--- src/rtl/imem_port_arbiter_pkg.sv ---
// Shared encodings, word-index slice macro and defaults for the instruction-memory port arbiter.
`ifndef IMEM_PORT_ARBITER_PKG_SV
`define IMEM_PORT_ARBITER_PKG_SV

`define IMEM_WORD_IDX(addr, abits, wbits) addr[(abits)-1:(wbits)]

package imem_port_arbiter_pkg;

    localparam int unsigned DEFAULT_STARVE_MAX = 8;

    typedef enum logic {
        ARB  = 1'b0,
        LOCK = 1'b1
    } arb_state_e;

    typedef enum logic [1:0] {
        OWNER_NONE = 2'd0,
        OWNER_FE   = 2'd1,
        OWNER_LD   = 2'd2
    } owner_e;

    // Width needed to hold the values 0..max inclusive.
    function automatic int unsigned starve_cnt_width(input int unsigned max);
        return (max < 1) ? 1 : $clog2(max + 1);
    endfunction

endpackage

`endif

--- src/rtl/imem_arb_starve_cnt.sv ---
// Saturating count of consecutive cycles the loader was refused; sat_out forces a loader win.
module imem_arb_starve_cnt
    import imem_port_arbiter_pkg::*;
#(
    parameter int unsigned MAX = DEFAULT_STARVE_MAX
) (
    input  logic clk,
    input  logic reset,
    input  logic inc,
    input  logic clr,
    output logic sat_out
);

    localparam int unsigned W = starve_cnt_width(MAX);

    logic [W-1:0] cnt_q;

    // Clear wins over increment so a granted cycle always restarts the count.
    always_ff @(posedge clk) begin
        if (!reset) begin
            cnt_q <= '0;
        end else if (clr) begin
            cnt_q <= '0;
        end else if (inc && !sat_out) begin
            cnt_q <= cnt_q + 1'b1;
        end
    end

    assign sat_out = (cnt_q == W'(MAX));

endmodule

--- src/rtl/imem_port_arbiter.sv ---
// Arbitrates the single-port imem between fetch and loader, routing 1-cycle read responses back.
// Optional performance counters are built when IMEM_ARB_PERF_EN is defined.
module imem_port_arbiter
    import imem_port_arbiter_pkg::*;
#(
    parameter int unsigned DBITS        = 32,
    parameter int unsigned IMEMADDRBITS = 16,
    parameter int unsigned IMEMWORDBITS = 2,
    parameter int unsigned STARVE_MAX   = DEFAULT_STARVE_MAX
) (
    input  logic                                 clk,
    input  logic                                 reset,
    input  logic                                 fe_req,
    input  logic [DBITS-1:0]                     fe_addr,
    input  logic                                 fe_kill,
    output logic                                 fe_gnt,
    output logic                                 fe_rvalid,
    output logic [DBITS-1:0]                     fe_rdata,
    input  logic                                 ld_req,
    input  logic                                 ld_we,
    input  logic [DBITS-1:0]                     ld_addr,
    input  logic [DBITS-1:0]                     ld_wdata,
    input  logic                                 ld_lock,
    output logic                                 ld_gnt,
    output logic                                 ld_rvalid,
    output logic [DBITS-1:0]                     ld_rdata,
    output logic                                 mem_en,
    output logic                                 mem_we,
    output logic [IMEMADDRBITS-IMEMWORDBITS-1:0] mem_addr,
    output logic [DBITS-1:0]                     mem_wdata,
    input  logic [DBITS-1:0]                     mem_rdata,
    output logic [31:0]                          perf_fe_stall,
    output logic [31:0]                          perf_ld_grants
);

    arb_state_e       state_q;
    arb_state_e       state_d;
    owner_e           owner_q;
    owner_e           owner_d;
    logic             starve_sat;
    logic [DBITS-1:0] fe_rdata_q;
    logic [DBITS-1:0] ld_rdata_q;
    logic             unused_addr_bits;

    imem_arb_starve_cnt #(
        .MAX (STARVE_MAX)
    ) u_starve_cnt (
        .clk     (clk),
        .reset   (reset),
        .inc     (ld_req && !ld_gnt),
        .clr     (ld_gnt || !ld_req),
        .sat_out (starve_sat)
    );

    always_ff @(posedge clk) begin
        if (!reset) begin
            state_q <= ARB;
        end else begin
            state_q <= state_d;
        end
    end

    // Grants are withheld while reset is low so the memory is never touched during reset.
    always_comb begin
        fe_gnt  = 1'b0;
        ld_gnt  = 1'b0;
        state_d = state_q;
        if (reset) begin
            case (state_q)
                ARB: begin
                    if (starve_sat && ld_req) begin
                        ld_gnt = 1'b1;
                    end else if (fe_req) begin
                        fe_gnt = 1'b1;
                    end else if (ld_req) begin
                        ld_gnt = 1'b1;
                    end
                    if (ld_gnt && ld_lock) begin
                        state_d = LOCK;
                    end
                end
                LOCK: begin
                    ld_gnt = ld_req;
                    if (!ld_lock) begin
                        state_d = ARB;
                    end
                end
                default: state_d = ARB;
            endcase
        end
    end

    assign mem_en    = fe_gnt || ld_gnt;
    assign mem_we    = ld_gnt && ld_we;
    assign mem_wdata = ld_wdata;
    assign mem_addr  = ld_gnt ? `IMEM_WORD_IDX(ld_addr, IMEMADDRBITS, IMEMWORDBITS)
                              : `IMEM_WORD_IDX(fe_addr, IMEMADDRBITS, IMEMWORDBITS);

    assign unused_addr_bits = ^{fe_addr[DBITS-1:IMEMADDRBITS], fe_addr[IMEMWORDBITS-1:0],
                                ld_addr[DBITS-1:IMEMADDRBITS], ld_addr[IMEMWORDBITS-1:0]};

    // A fetch killed in its grant cycle is recorded as no owner, which suppresses its response.
    always_comb begin
        owner_d = OWNER_NONE;
        if (fe_gnt && !fe_kill) begin
            owner_d = OWNER_FE;
        end else if (ld_gnt && !ld_we) begin
            owner_d = OWNER_LD;
        end
    end

    always_ff @(posedge clk) begin
        if (!reset) begin
            owner_q <= OWNER_NONE;
        end else begin
            owner_q <= owner_d;
        end
    end

    assign fe_rvalid = reset && (owner_q == OWNER_FE) && !fe_kill;
    assign ld_rvalid = reset && (owner_q == OWNER_LD);

    always_ff @(posedge clk) begin
        if (!reset) begin
            fe_rdata_q <= '0;
            ld_rdata_q <= '0;
        end else begin
            if (fe_rvalid) begin
                fe_rdata_q <= mem_rdata;
            end
            if (ld_rvalid) begin
                ld_rdata_q <= mem_rdata;
            end
        end
    end

    assign fe_rdata = fe_rvalid ? mem_rdata : fe_rdata_q;
    assign ld_rdata = ld_rvalid ? mem_rdata : ld_rdata_q;

`ifdef IMEM_ARB_PERF_EN
    logic [31:0] fe_stall_q;
    logic [31:0] ld_grants_q;

    always_ff @(posedge clk) begin
        if (!reset) begin
            fe_stall_q  <= '0;
            ld_grants_q <= '0;
        end else begin
            if (fe_req && !fe_gnt) begin
                fe_stall_q <= fe_stall_q + 32'd1;
            end
            if (ld_gnt) begin
                ld_grants_q <= ld_grants_q + 32'd1;
            end
        end
    end

    assign perf_fe_stall  = fe_stall_q;
    assign perf_ld_grants = ld_grants_q;
`else
    assign perf_fe_stall  = '0;
    assign perf_ld_grants = '0;
`endif

endmodule

--- config.mk ---
export PLATFORM = sky130hd
export DESIGN_NAME = imem_port_arbiter
export DESIGN_NICKNAME = d
export VERILOG_FILES = /design/src/rtl/imem_port_arbiter_pkg.sv /design/src/rtl/imem_arb_starve_cnt.sv /design/src/rtl/imem_port_arbiter.sv
export SDC_FILE = /design/constraint.sdc
export NUM_CORES = 1
export LEC_CHECK = 0
export BUFFER_PORTS_ARGS = -buffer_cell sky130_fd_sc_hd__buf_2
export CORE_AREA = 2 2 121 123
export CTS_CLUSTER_SIZE = 30
export DETAILED_ROUTE_END_ITERATION = 8
export DIE_AREA = 0 0 123 125
export PLACE_DENSITY_LB_ADDON = 0.25
export RECOVER_POWER = 100
export SYNTH_ARGS = -nofsm -noshare
export SYNTH_HDL_FRONTEND = slang
export SYNTH_SLANG_ARGS = --single-unit
--- constraint.sdc ---
create_clock -name clk -period 2.3 [get_ports clk]
set_input_delay 0.345 -clock clk [delete_from_list [all_inputs] [get_ports clk]]
set_output_delay 0.345 -clock clk [all_outputs]
set_load 0.01 [all_outputs]
* Word level (Yosys, flattened, before mapping)
Cells that the tools add are included.
** Cells by class
- Reduce and logical (&&, ||, !) cells :: 19
- Equal/unequal tests :: 3
- $add $sub $neg :: 1
- Bitwise gates (word level) :: 2
- $mul :: 0
- Divide/modulo/power cells :: 0
- Magnitude comparators :: 0
- Mux-type cells :: 19
- Shift operators :: 0
** Operators with widths (count)
- $mux 32 :: 2
- $mux 14 :: 1
- $mux 1 :: 13
- $logic_and 1x1->1 :: 10
- $logic_not 1->1 :: 5
- $add 4x1->4 const B :: 1
- $eq 4x4->1 const B :: 1
- $pmux 1 s2 :: 2
- $reduce_or 2->1 :: 2
- $eq 2x1->1 const B :: 1
- $eq 2x2->1 const B :: 1
- $logic_or 1x1->1 :: 2
- $mux 2 :: 1
- $not 1->1 :: 2
** Storage, ports and cells
- ROM bits :: 0
- Word-level logic and storage cells :: 50
- Bits in writable memories :: 0
- Latch bits :: 0
- Output and inout port bits :: 180
- Register bits :: 71
- Memories :: 0
- Input port bits :: 135

* Longest topological paths before layout
- Word-level depth :: 10
- Depth in mapped cells :: 6
- Depth with buffers taken out :: 5

* Modules after synthesis
Synthesis repeated with hierarchy kept, for this count alone.
** Second synthesis, totals
- Cells, all modules :: 502
- Area, all modules :: 3906.2 um^2
** Modules (own cells, without submodules)
- imem_port_arbiter :: area each 3688.5 um^2, seq. area each 1341.3 um^2, times used 1, cells an instance 477
- imem_arb_starve_cnt :: area each 217.7 um^2, seq. area each 80.1 um^2, times used 1, cells an instance 25

* Worst setup path after synthesis
OpenSTA, ideal clock, no wires.
- Path kind :: flip-flop to output port
- Start point :: reg u_starve_cnt.cnt_q[0]
- End point :: out mem_addr[10]
- Cell stages (with the launch flop) :: 7
- Data required time :: 1955 ps
- Arrival :: 1506 ps
- Path buffers :: 1
- Path slack :: 449 ps
- Path through :: dfxtp_1 inv_1 ha_1 nand3b_1 a21oi_4 buf_4 mux2_2
** On the way
- Longest elaborated chain between the ends :: 8
** RTL lines
- from (decl) :: RTL line imem_arb_starve_cnt.sv:16 : logic [W-1:0] cnt_q;
- from (signal assigned) :: RTL line imem_arb_starve_cnt.sv:25 : cnt_q <= cnt_q + 1'b1;
- $eq 4x4->1 :: RTL line imem_arb_starve_cnt.sv:29 : assign sat_out = (cnt_q == W'(MAX));
- $logic_and 1x1->1 :: RTL line imem_port_arbiter.sv:71 : if (starve_sat && ld_req) begin
- $mux 1 :: RTL line imem_port_arbiter.sv:71
- $mux 1 :: RTL line imem_port_arbiter.sv:69 : case (state_q)
- $mux 1 :: RTL line imem_port_arbiter.sv:68 : if (reset) begin
- $pmux 1 s2 :: RTL line imem_port_arbiter.sv:69
- $mux 1 :: RTL line imem_port_arbiter.sv:68
- named net ld_gnt :: RTL line imem_port_arbiter.sv:24 : output logic ld_gnt,
- $mux 14 (no line)
- to (decl) :: RTL line imem_port_arbiter.sv:29 : output logic [IMEMADDRBITS-IMEMWORDBITS-1:0] mem_addr,
The timed path passes the listed nets, and every way through them passes these cells. The select of a mux whose other input is x is not followed.

* Worst setup path after layout
- Start point :: reg u_starve_cnt.cnt_q[1]
- End point :: out mem_addr[8]
** On the way
- Longest elaborated chain between the ends :: 8
** RTL lines (RTL line)
- $eq 4x4->1 :: imem_arb_starve_cnt.sv:29
- $logic_and 1x1->1 :: imem_port_arbiter.sv:71
- $mux 1 :: imem_port_arbiter.sv:71
- $mux 1 :: imem_port_arbiter.sv:69
- $mux 1 :: imem_port_arbiter.sv:68
- $pmux 1 s2 :: imem_port_arbiter.sv:69
- $mux 1 :: imem_port_arbiter.sv:68
- $mux 14 (no line)
Every way passes these cells. The select of a mux whose other input is x is not followed.

==> impl_metrics.toml <==
[timing]
timing.final.setup_violations = 0
finalCriticalPeriod_ns = 2.21
clock_skew_ns = 0.00397
fin_crit_sh_pct = 95.9
final.setup.tns_ns = 0
rsz0062_at_grt = "false"
max_freq_ghz = 0.453
timing.final.ws_setup_ns = 0.0942
worst-slew-pin-transition_ns = 0.525
hold_viol = 0
maxSlewViolCount = 0
slew_headroom_pct = 65.0

[synthesis]
syn-cell-area_um2 = 3880
yosys_warnings = 0
synthSimpleGateAreaFrac_pct = 13.1
synth.area.mux_share_pct = 25.5
synth_compound_area_share_pct = 1.06
ys_types = 29
synth_top_family_by_area = "multiplexers"
yosys.area_share.xor_xnor_pct = 0.452
netlist_instances = 357
synth_seq_cells = 71
avgSynthCellArea_um2 = 10.9
synth_fa_ha_area_share_pct = 0.645
synth_seq_area_share_pct = 36.7

[layout]
stdcell_area_um2 = 4590
fillers = 1499
syn_to_final_growth_pct = 18.3
drive_gt1_share_pct = 52.7
multi_input_area_um2 = 1820
final-seq-area_um2 = 1420
layout.nets = 614
antenna_cells = 0

[routing]
post-route-drc-count = 0
vias = 2534
antenna_left = 0
drt-initial-drc-count = 81
via_per_inst = 3.82
drtPass1Iterations = 4
wirelength_mm = 7.75
wl_per_cell_um = 11.7

[pwr]
netSwitchingFraction_pct = 22.9
p_leak_nw = 2.38
clkPwrFrac_pct = 44.4
p_int_mw = 2.16
cellPowerDensity_nw_per_um2 = 610
p_seq_share_pct = 44.8
power.switching_mw = 0.640
ir_worst_vdd_mv = 0.288
p_comb_share_pct = 10.8

[worst_setup_path]
cp-end-kind = "output port"
path_max_fanout = 17
startpoint_type = "register"
critical_path_class = "register to output port"
cp.arrival_ns = 1.86
required_ns = 1.96

[clocking]
htreeDepth = 3
holdBufCountCts = 0
cts_tree = "yes"
clock_path_buffers = 2
cts_buffers = 9
clkLatencyLatePin_ns = 0.33
cts_num_sinks = 71
clkTransAtPathRegs_ns = 0.05
cts_root_buffer = "clkbuf_16"

[job]
cap_viol_max_count = 0

[grt]
antenna_found_initial = 1
grt_first_pass_wirelength_mm = 11.5
grt_pass1_vias = 2366
grt_use_total_pct = 9.66
grt.overflow.total = 0
grt_max_degree = 69

[floorplanning]
io_pins = 315
core_region_area_um2 = 14200
die_width_um = 123
die_area_um2 = 15400
die_h_um = 125
rows = 44
start_util_pct = 27.3

[place]
dpl_cell_area_um2 = 4300
io_buffer_count = 150
dp_hpwl_mm = 5.75
place_congestion = 0.649
place_ws_ns = 0.293

[min_path]
hold_path_class = "input port to register"

[run_status]
status = "finished, final reports clean"
-- routing by layer --
layer	vias up	wire length, um	global-route usage, %
li1	1228	-	-
met1	1154	2970	9.78
met2	128	3780	16.9
met3	22	831	4.70
met4	2	155	3.74
met5	-	12	0
-- through the flow --
stage,total power [mW],hold slack [ns],instances,utilization [%]
after floorplan,1.60,0.417,420,-
after global placement,1.58,0.445,648,30.3
after detailed placement,1.58,0.458,648,30.3
after CTS,2.86,0.164,663,32.2
after global routing,2.93,0.184,664,32.3
final,2.80,0.180,664,32.3
-- worst max-delay path, stage by stage (launching register included) --
cell      delay [ns]
dfxtp_1         0.33
inv_1           0.07
ha_1            0.14
nand3b_1        0.15
a21oi_4         0.18
buf_12          0.16
mux2_2          0.35
buf_2           0.14
-- Yosys cell counts --
| master | n | area (um2) |
|---|---|---|
| nand3b_2 | 1 | 11.3 |
| and4bb_1 | 1 | 12.5 |
| o21ai_0 | 1 | 5.00 |
| o211ai_1 | 1 | 7.51 |
| nor2_1 | 5 | 18.8 |
| nand2b_1 | 1 | 6.26 |
| nand2_1 | 2 | 7.51 |
| nand3_1 | 1 | 5.00 |
| inv_1 | 5 | 18.8 |
| buf_12 | 3 | 60.1 |
| mux2_2 | 49 | 552 |
| clkbuf_1 | 6 | 22.5 |
| a21boi_0 | 1 | 7.51 |
| a21oi_4 | 1 | 16.3 |
| nand3b_1 | 1 | 7.51 |
| nand4_1 | 1 | 6.26 |
| buf_4 | 97 | 728 |
| buf_6 | 2 | 22.5 |
| ha_1 | 2 | 25.0 |
| dfxtp_1 | 71 | 1420 |
| nor2b_1 | 2 | 12.5 |
| conb_1 | 1 | 3.75 |
| and2_1 | 61 | 382 |
| buf_2 | 4 | 20.0 |
| xor2_1 | 2 | 17.5 |
| nor3_1 | 1 | 5.00 |
| and2_4 | 4 | 35.0 |
| a21oi_1 | 1 | 5.00 |
| mux2_4 | 29 | 435 |
-- layout by cell type (no fill, tap or decap), types with 2 or more instances in the layout --
cell type / instances
and2_4: 4
conb_1: 64
nor2_1: 5
clkbuf_16: 9
buf_2: 150
clkbuf_1: 3
ha_1: 2
xor2_1: 2
and2_1: 60
mux2_2: 48
nand2_1: 2
inv_1: 5
buf_12: 2
buf_4: 4
mux2_4: 29
nor2b_1: 2
clkbuf_8: 2
dfxtp_1: 71
-- cells by family after synthesis --
| kind of cell | count (synthesis) |
|---|---|
| buffers and inverters | 117 |
| AND/OR/NAND/NOR | 81 |
| multiplexers | 78 |
| flip-flops | 71 |
| AO/OA/AOI/OAI | 5 |
| adder cells (fa/ha/maj) | 2 |
| XOR/XNOR | 2 |
| other | 1 |
-- registers in the layout, summed over array words and instances (netlist names) --
register            cells
ld_rdata_q             32
u_starve_cnt.cnt_q      4
state_q                 1
owner_q                 2
fe_rdata_q             32
-- worst paths after layout --
path                               from                     to  slack [ns]  depth (start not counted)
setup reg to reg             owner_q[1]          fe_rdata_q[0]        0.76                          4
setup / recovery  u_starve_cnt.cnt_q[1]            mem_addr[8]        0.09                          7
hold reg to reg   u_starve_cnt.cnt_q[0]  u_starve_cnt.cnt_q[0]        0.46                          1
hold / removal                    ld_we             owner_q[1]        0.18                          2
-- power by group through the flow --
stage / clock (mW) / sequential, mW / combinational, mW
floorplan: 0 / 1.28 / 0.320
global placement: 0 / 1.28 / 0.298
detailed placement: 0 / 1.28 / 0.302
CTS: 1.30 / 1.25 / 0.304
global route: 1.34 / 1.25 / 0.332
finish: 1.24 / 1.25 / 0.302
-- layout make-up --
cell class / instances / area share, %
Clock buffer: 13 / 5.67
Sequential cell: 71 / 31.0
Clock inverter: 1 / 0.109
Timing Repair Buffer: 158 / 18.1
Inverter: 5 / 0.409
Tap cell: 184 / 5.02
Multi-Input combinational cell: 232 / 39.7
-- repair_timing --
| item | in CTS | in global routing |
|---|---|---|
| setup endpoints to repair | 14 | 14 |
| resized for setup | 1 | 2 |
| hold endpoints to repair | 0 | 0 |
| buffers inserted | 1 | 1 |
Note: power is estimated with default switching activity, not from simulation.
